[src/rtl/wb_stage.sv]
// Writeback stage: captures the memory-stage bundle, commits bytes into the 32x32 register file,
// and exposes read ports, the forwarding tap, the debug trace and a retire counter.
// Optional same-cycle write-to-read bypass is built when REGFILE_BYPASS_EN is defined.
module wb_stage (
  input  logic        clk,
  input  logic        rst_n,
  input  logic        mem_valid_in,
  output logic        wb_allowin_out,
  input  logic [31:0] mem_wbdata_in,
  input  logic [3:0]  mem_reg_we_in,
  input  logic [4:0]  mem_wnum_in,
  input  logic [31:0] mem_PC_in,
  input  logic [4:0]  rf_raddr1_in,
  input  logic [4:0]  rf_raddr2_in,
  output logic [31:0] rf_rdata1_out,
  output logic [31:0] rf_rdata2_out,
  output logic [4:0]  wb_wnum_out,
  output logic [31:0] debug_wb_pc,
  output logic [3:0]  debug_wb_rf_wen,
  output logic [4:0]  debug_wb_rf_wnum,
  output logic [31:0] debug_wb_rf_wdata,
  output logic [31:0] retired_cnt_out
);

  logic        valid_q;
  logic [31:0] data_q;
  logic [3:0]  we_q;
  logic [4:0]  wnum_q;
  logic [31:0] pc_q;
  logic [31:0] retired_q;
  logic [31:0] rf_q [32];

  logic        accept;
  logic [3:0]  eff_we;

  // The stage never back-pressures the memory stage.
  assign wb_allowin_out = 1'b1;
  assign accept         = mem_valid_in & wb_allowin_out;

  always_ff @(posedge clk or negedge rst_n) begin
    if (!rst_n) begin
      valid_q <= 1'b0;
      data_q  <= '0;
      we_q    <= '0;
      wnum_q  <= '0;
      pc_q    <= '0;
    end else begin
      valid_q <= accept;
      if (accept) begin
        data_q <= mem_wbdata_in;
        we_q   <= mem_reg_we_in;
        wnum_q <= mem_wnum_in;
        pc_q   <= mem_PC_in;
      end
    end
  end

  // Writes to r0 are squashed here, so rf_q[0] is never touched after reset.
  assign eff_we = we_q & {4{valid_q && (wnum_q != 5'd0)}};

  always_ff @(posedge clk or negedge rst_n) begin
    if (!rst_n) begin
      for (int r = 0; r < 32; r++) begin
        rf_q[r] <= '0;
      end
    end else begin
      for (int b = 0; b < 4; b++) begin
        if (eff_we[b]) begin
          rf_q[wnum_q][8*b +: 8] <= data_q[8*b +: 8];
        end
      end
    end
  end

  always_ff @(posedge clk or negedge rst_n) begin
    if (!rst_n) begin
      retired_q <= '0;
    end else if (valid_q) begin
      retired_q <= retired_q + 32'd1;
    end
  end

  function automatic logic [31:0] rf_read(input logic [4:0] addr);
    logic [31:0] word;
    word = '0;
    if (addr != 5'd0) begin
      word = rf_q[addr];
`ifdef REGFILE_BYPASS_EN
      if (valid_q && (addr == wnum_q)) begin
        for (int b = 0; b < 4; b++) begin
          if (eff_we[b]) begin
            word[8*b +: 8] = data_q[8*b +: 8];
          end
        end
      end
`endif
    end
    return word;
  endfunction

  always_comb begin
    rf_rdata1_out = rf_read(rf_raddr1_in);
    rf_rdata2_out = rf_read(rf_raddr2_in);
  end

  assign wb_wnum_out       = wnum_q & {5{valid_q}};
  assign debug_wb_pc       = pc_q;
  assign debug_wb_rf_wen   = eff_we;
  assign debug_wb_rf_wnum  = wnum_q;
  assign debug_wb_rf_wdata = data_q;
  assign retired_cnt_out   = retired_q;

endmodule

[config.mk]
export PLATFORM = sky130hd
export DESIGN_NAME = wb_stage
export DESIGN_NICKNAME = d
export VERILOG_FILES = /design/src/rtl/wb_stage.sv
export SDC_FILE = /design/constraint.sdc
export NUM_CORES = 2
export LEC_CHECK = 0
export CORE_ASPECT_RATIO = 1.2
export CORE_UTILIZATION = 45
export DETAILED_ROUTE_END_ITERATION = 10
export HOLD_SLACK_MARGIN = 0.06
export PLACE_DENSITY = 0.71
export SYNTH_ARGS = -nofsm -noshare
export SYNTH_HDL_FRONTEND = slang
export SYNTH_SLANG_ARGS = --single-unit
[constraint.sdc]
create_clock -name clk -period 11.15 [get_ports clk]
set_input_delay 3.345 -clock clk [delete_from_list [all_inputs] [get_ports clk]]
set_output_delay 3.345 -clock clk [all_outputs]
set_load 0.02 [all_outputs]
==> impl_metrics.env <==
export IMPL_die_h_microns=401
export IMPL_die_w_microns=335
export IMPL_synth_cells=3847
export IMPL_synth_top_family_by_area="multiplexers"
export IMPL_synth_nets=3934
export IMPL_p_total_w=0.0128
export IMPL_worstSetupPathType="in2out"
export IMPL_drv_slew=0
export IMPL_synth_area_per_cell_sq_um=15.5
export IMPL_insertion_delay_ps=750
export IMPL_peakVddDrop_v=0.000161
export IMPL_vias=37091
export IMPL_fin_crit_ps=10610
export IMPL_crit_path_top_delay_cell="a2111oi_0"
export IMPL_final_setup_tns_ps=0
export IMPL_postCtsSetupRepairBufs=0
export IMPL_die_area_sq_um=134000
export IMPL_powerDensity_nw_per_um2=187
export IMPL_cts_hold_buffers=0
export IMPL_core_area_sq_um=132000
export IMPL_setup_worst_path_start_class="primary input"
export IMPL_grt_use_total=0.263
export IMPL_reg2reg_to="rf_q[618]"
export IMPL_cts_max_path_buffers=3
export IMPL_fill_cells=10914
export IMPL_crit_required_ps=7810
export IMPL_ys_types=46
export IMPL_cts_resized=0
export IMPL_clk_pin_slew_ps=60
export IMPL_synth_compound_area_frac=0.0306
export IMPL_cp_cell_sequence="buf_8 > nor2b_1 > a22oi_1 > nand2_1 > a21oi_1 > a2111oi_0 > buf_4 > clkdlybuf4s50_1"
export IMPL_routedWlPerCell_microns=29.8
export IMPL_drt_wl_total_mm=175
export IMPL_drtPass1Iterations=6
export IMPL_cts_root_buffer="clkbuf_16"
export IMPL_finClkSkew_ps=29.0
export IMPL_min_path_cells=0
export IMPL_grt_max_degree=165
export IMPL_hp_start="rf_q[997]"
export IMPL_synth_adder_area_share=0.000209
export IMPL_dp_hpwl_mm=115
export IMPL_cts_made_buffers=117
export IMPL_maxCapViolations=0
export IMPL_place_area_sq_um=64000
export IMPL_drt_vias_per_instance=6.32
export IMPL_seq_area_frac_synth=0.473
export IMPL_synth_xor_xnor_area_share=0.00455
export IMPL_area_growth_syn_to_layout_pct=14.2
export IMPL_utilization=0.517
export IMPL_finalSetupViolCount=0
export IMPL_endpoint_kind="primary output"
export IMPL_io_buffers=259
export IMPL_synth_seq_cells=1130
export IMPL_finalHoldViolCount=0
export IMPL_cpPeakStageDelay_ps=1050
export IMPL_yosys_area_share_simple=0.0419
export IMPL_regToRegSetupSlack_ps=7860
export IMPL_critical_path_buf_inv_count=3
export IMPL_worstReg2RegStart="valid_q"
export IMPL_start_util=0.453
export IMPL_ant_nets=0
export IMPL_grt_overflow_total=0
export IMPL_finalCritPeriodShare=0.952
export IMPL_cts_sinks=1130
export IMPL_worstPathMaxFanout=64
export IMPL_ff2ff_path_depth=6
export IMPL_slew_headroom=0.142
export IMPL_final_cell_area_sq_um=68200
export IMPL_synth_area_mux_share=0.420
export IMPL_yosysWarningCount=0
export IMPL_finalWeightedCongestion=0.855
export IMPL_grt_pass1_wl_mm=262
export IMPL_rows=146
export IMPL_rsz0062_at_grt="false"
export IMPL_p_leak_nw=29.5
export IMPL_htreeDepth=3
export IMPL_nets=4088
export IMPL_dr_first_iter_drc_count=3188
export IMPL_min_to="rf_q[997]"
export IMPL_cts_tree="yes"
export IMPL_place_ws_ps=448
export IMPL_antenna_found_initial=5
export IMPL_drc=0
export IMPL_status="finished, final reports clean"
export IMPL_max_freq_ghz=0.0942
export IMPL_grt_pass1_vias=38690
export IMPL_io_pin_count=261
export IMPL_tightestPinTransition_ps=1250
export IMPL_worstHoldPathType="reg2reg"
export IMPL_drive_above_1_share=0.487
export IMPL_finalWorstSetupSlack_ps=540
export IMPL_synth_area_sq_um=59700
export IMPL_cp_top_family="compound AO/OA/AOI/OAI gates"
export IMPL_cp_arrival_ps=7270
[placed cells by master (no fill, tap or decap), types with 21 or more instances in the layout]
master / netlist / routed
a211o_1: 32 / 32
a211oi_1: 46 / 46
a21oi_1: 82 / 82
a221oi_1: 46 / 46
buf_4: 35 / 104
clkbuf_16: 0 / 119
clkbuf_8: 6 / 31
clkdlybuf4s50_1: 0 / 246
dfrtp_1: 1130 / 1129
mux2_1: 90 / 90
mux2_2: 1008 / 1008
mux2i_1: 114 / 114
mux4_2: 507 / 507
nand2_1: 60 / 56
nor2_1: 65 / 63
nor2_4: 116 / 118
nor2b_1: 52 / 50
xnor2_1: 21 / 21
[worst register-to-register path: cells and delay by family (launching register included)]
family | cells | cell delay, ps
and+or+nand+nor | 2 | 930
DFF | 1 | 860
buffers and inverters | 2 | 690
muxes | 1 | 410
AOI/OAI and AO/OA | 1 | 290
[area by class of cell]
cell class	count	area [sq um]	share of cell area
inverters	8	30.0	0.000440
well taps	1776	2220	0.0326
diodes	1	2.50	0.0000367
clock buffers	165	3460	0.0508
repair buffers	380	3750	0.0550
clock inverters	46	692	0.0101
flip-flops and latches	1130	28300	0.415
multi-input cells	2364	29800	0.436
[registers in the layout (all words and copies together) (netlist names)]
name,count
rf_q,1024
debug_wb_pc,32
debug_wb_rf_wdata,32
retired_cnt_out,32
debug_wb_rf_wnum,5
we_q,4
valid_q,1
[worst max path at each step]
stage / depth (start not counted) / to / start / slack [ps]
after floorplan: 8 / rf_rdata1_out[16] / rf_raddr1_in[1] / 2320
after global placement: 8 / rf_rdata2_out[23] / rf_raddr2_in[0] / 520
after detailed placement: 8 / rf_rdata2_out[23] / rf_raddr2_in[0] / 450
after CTS: 8 / rf_rdata2_out[23] / rf_raddr2_in[0] / 450
after global routing: 8 / rf_rdata2_out[23] / rf_raddr2_in[0] / 450
final: 8 / rf_rdata2_out[23] / rf_raddr2_in[0] / 540
[metal layers]
layer / vias to the layer above / track usage / routed length [microns]
li1: 15125 / - / -
met1: 20162 / 0.349 / 70200
met2: 1363 / 0.415 / 84000
met3: 437 / 0.0420 / 10700
met4: 4 / 0.144 / 10200
met5: - / 0 / 27
[cell usage after synthesis, drive strengths merged]
library cell  number  area share
nor4b              2     0.00050
nand4              8     0.00084
xor2              10      0.0015
conb               1    0.000063
and3b              1     0.00015
mux4             512        0.19
mux2            1098        0.21
a211oi            46      0.0058
and4               6     0.00088
nor3               3     0.00034
mux2i            114       0.019
and2              11      0.0012
buf              163       0.017
a21oi             82      0.0069
xnor2             21      0.0031
a22oi             14      0.0018
clkbuf           182       0.013
a2111oi           14      0.0021
and3               4     0.00042
dfrtp           1130        0.47
nor2             189       0.027
nand2             60      0.0038
ha                 1     0.00021
nand3              9     0.00075
a211o             32      0.0047
a221oi            50      0.0078
o21ai             18      0.0015
nor2b             52      0.0054
inv                8     0.00050
nor3b              3     0.00063
nand2b             2     0.00021
a21boi             1     0.00019
[report_power, final]
part | total (W) | internal [W] | switching, W
Clock | 0.00425 | 0.00252 | 0.00172
Sequential | 0.00562 | 0.00496 | 0.000665
Combinational | 0.00288 | 0.00167 | 0.00121
[per-stage QoR]
| step | hold WS [ps] | cells |
|---|---|---|
| floorplan | 438 | 3847 |
| global placement | 377 | 5658 |
| detailed placement | 384 | 5658 |
| CTS | 399 | 5869 |
| global route | 409 | 5869 |
| finish | 392 | 5870 |
[cells by family after synthesis]
logic type,Yosys count
AOI/OAI and AO/OA,257
xor gates and xnor gates,31
adders and majority gates,1
buffers and inverters,353
DFF,1130
muxes,1724
other,1
and+or+nand+nor,350
(Power assumes the default switching activity.)
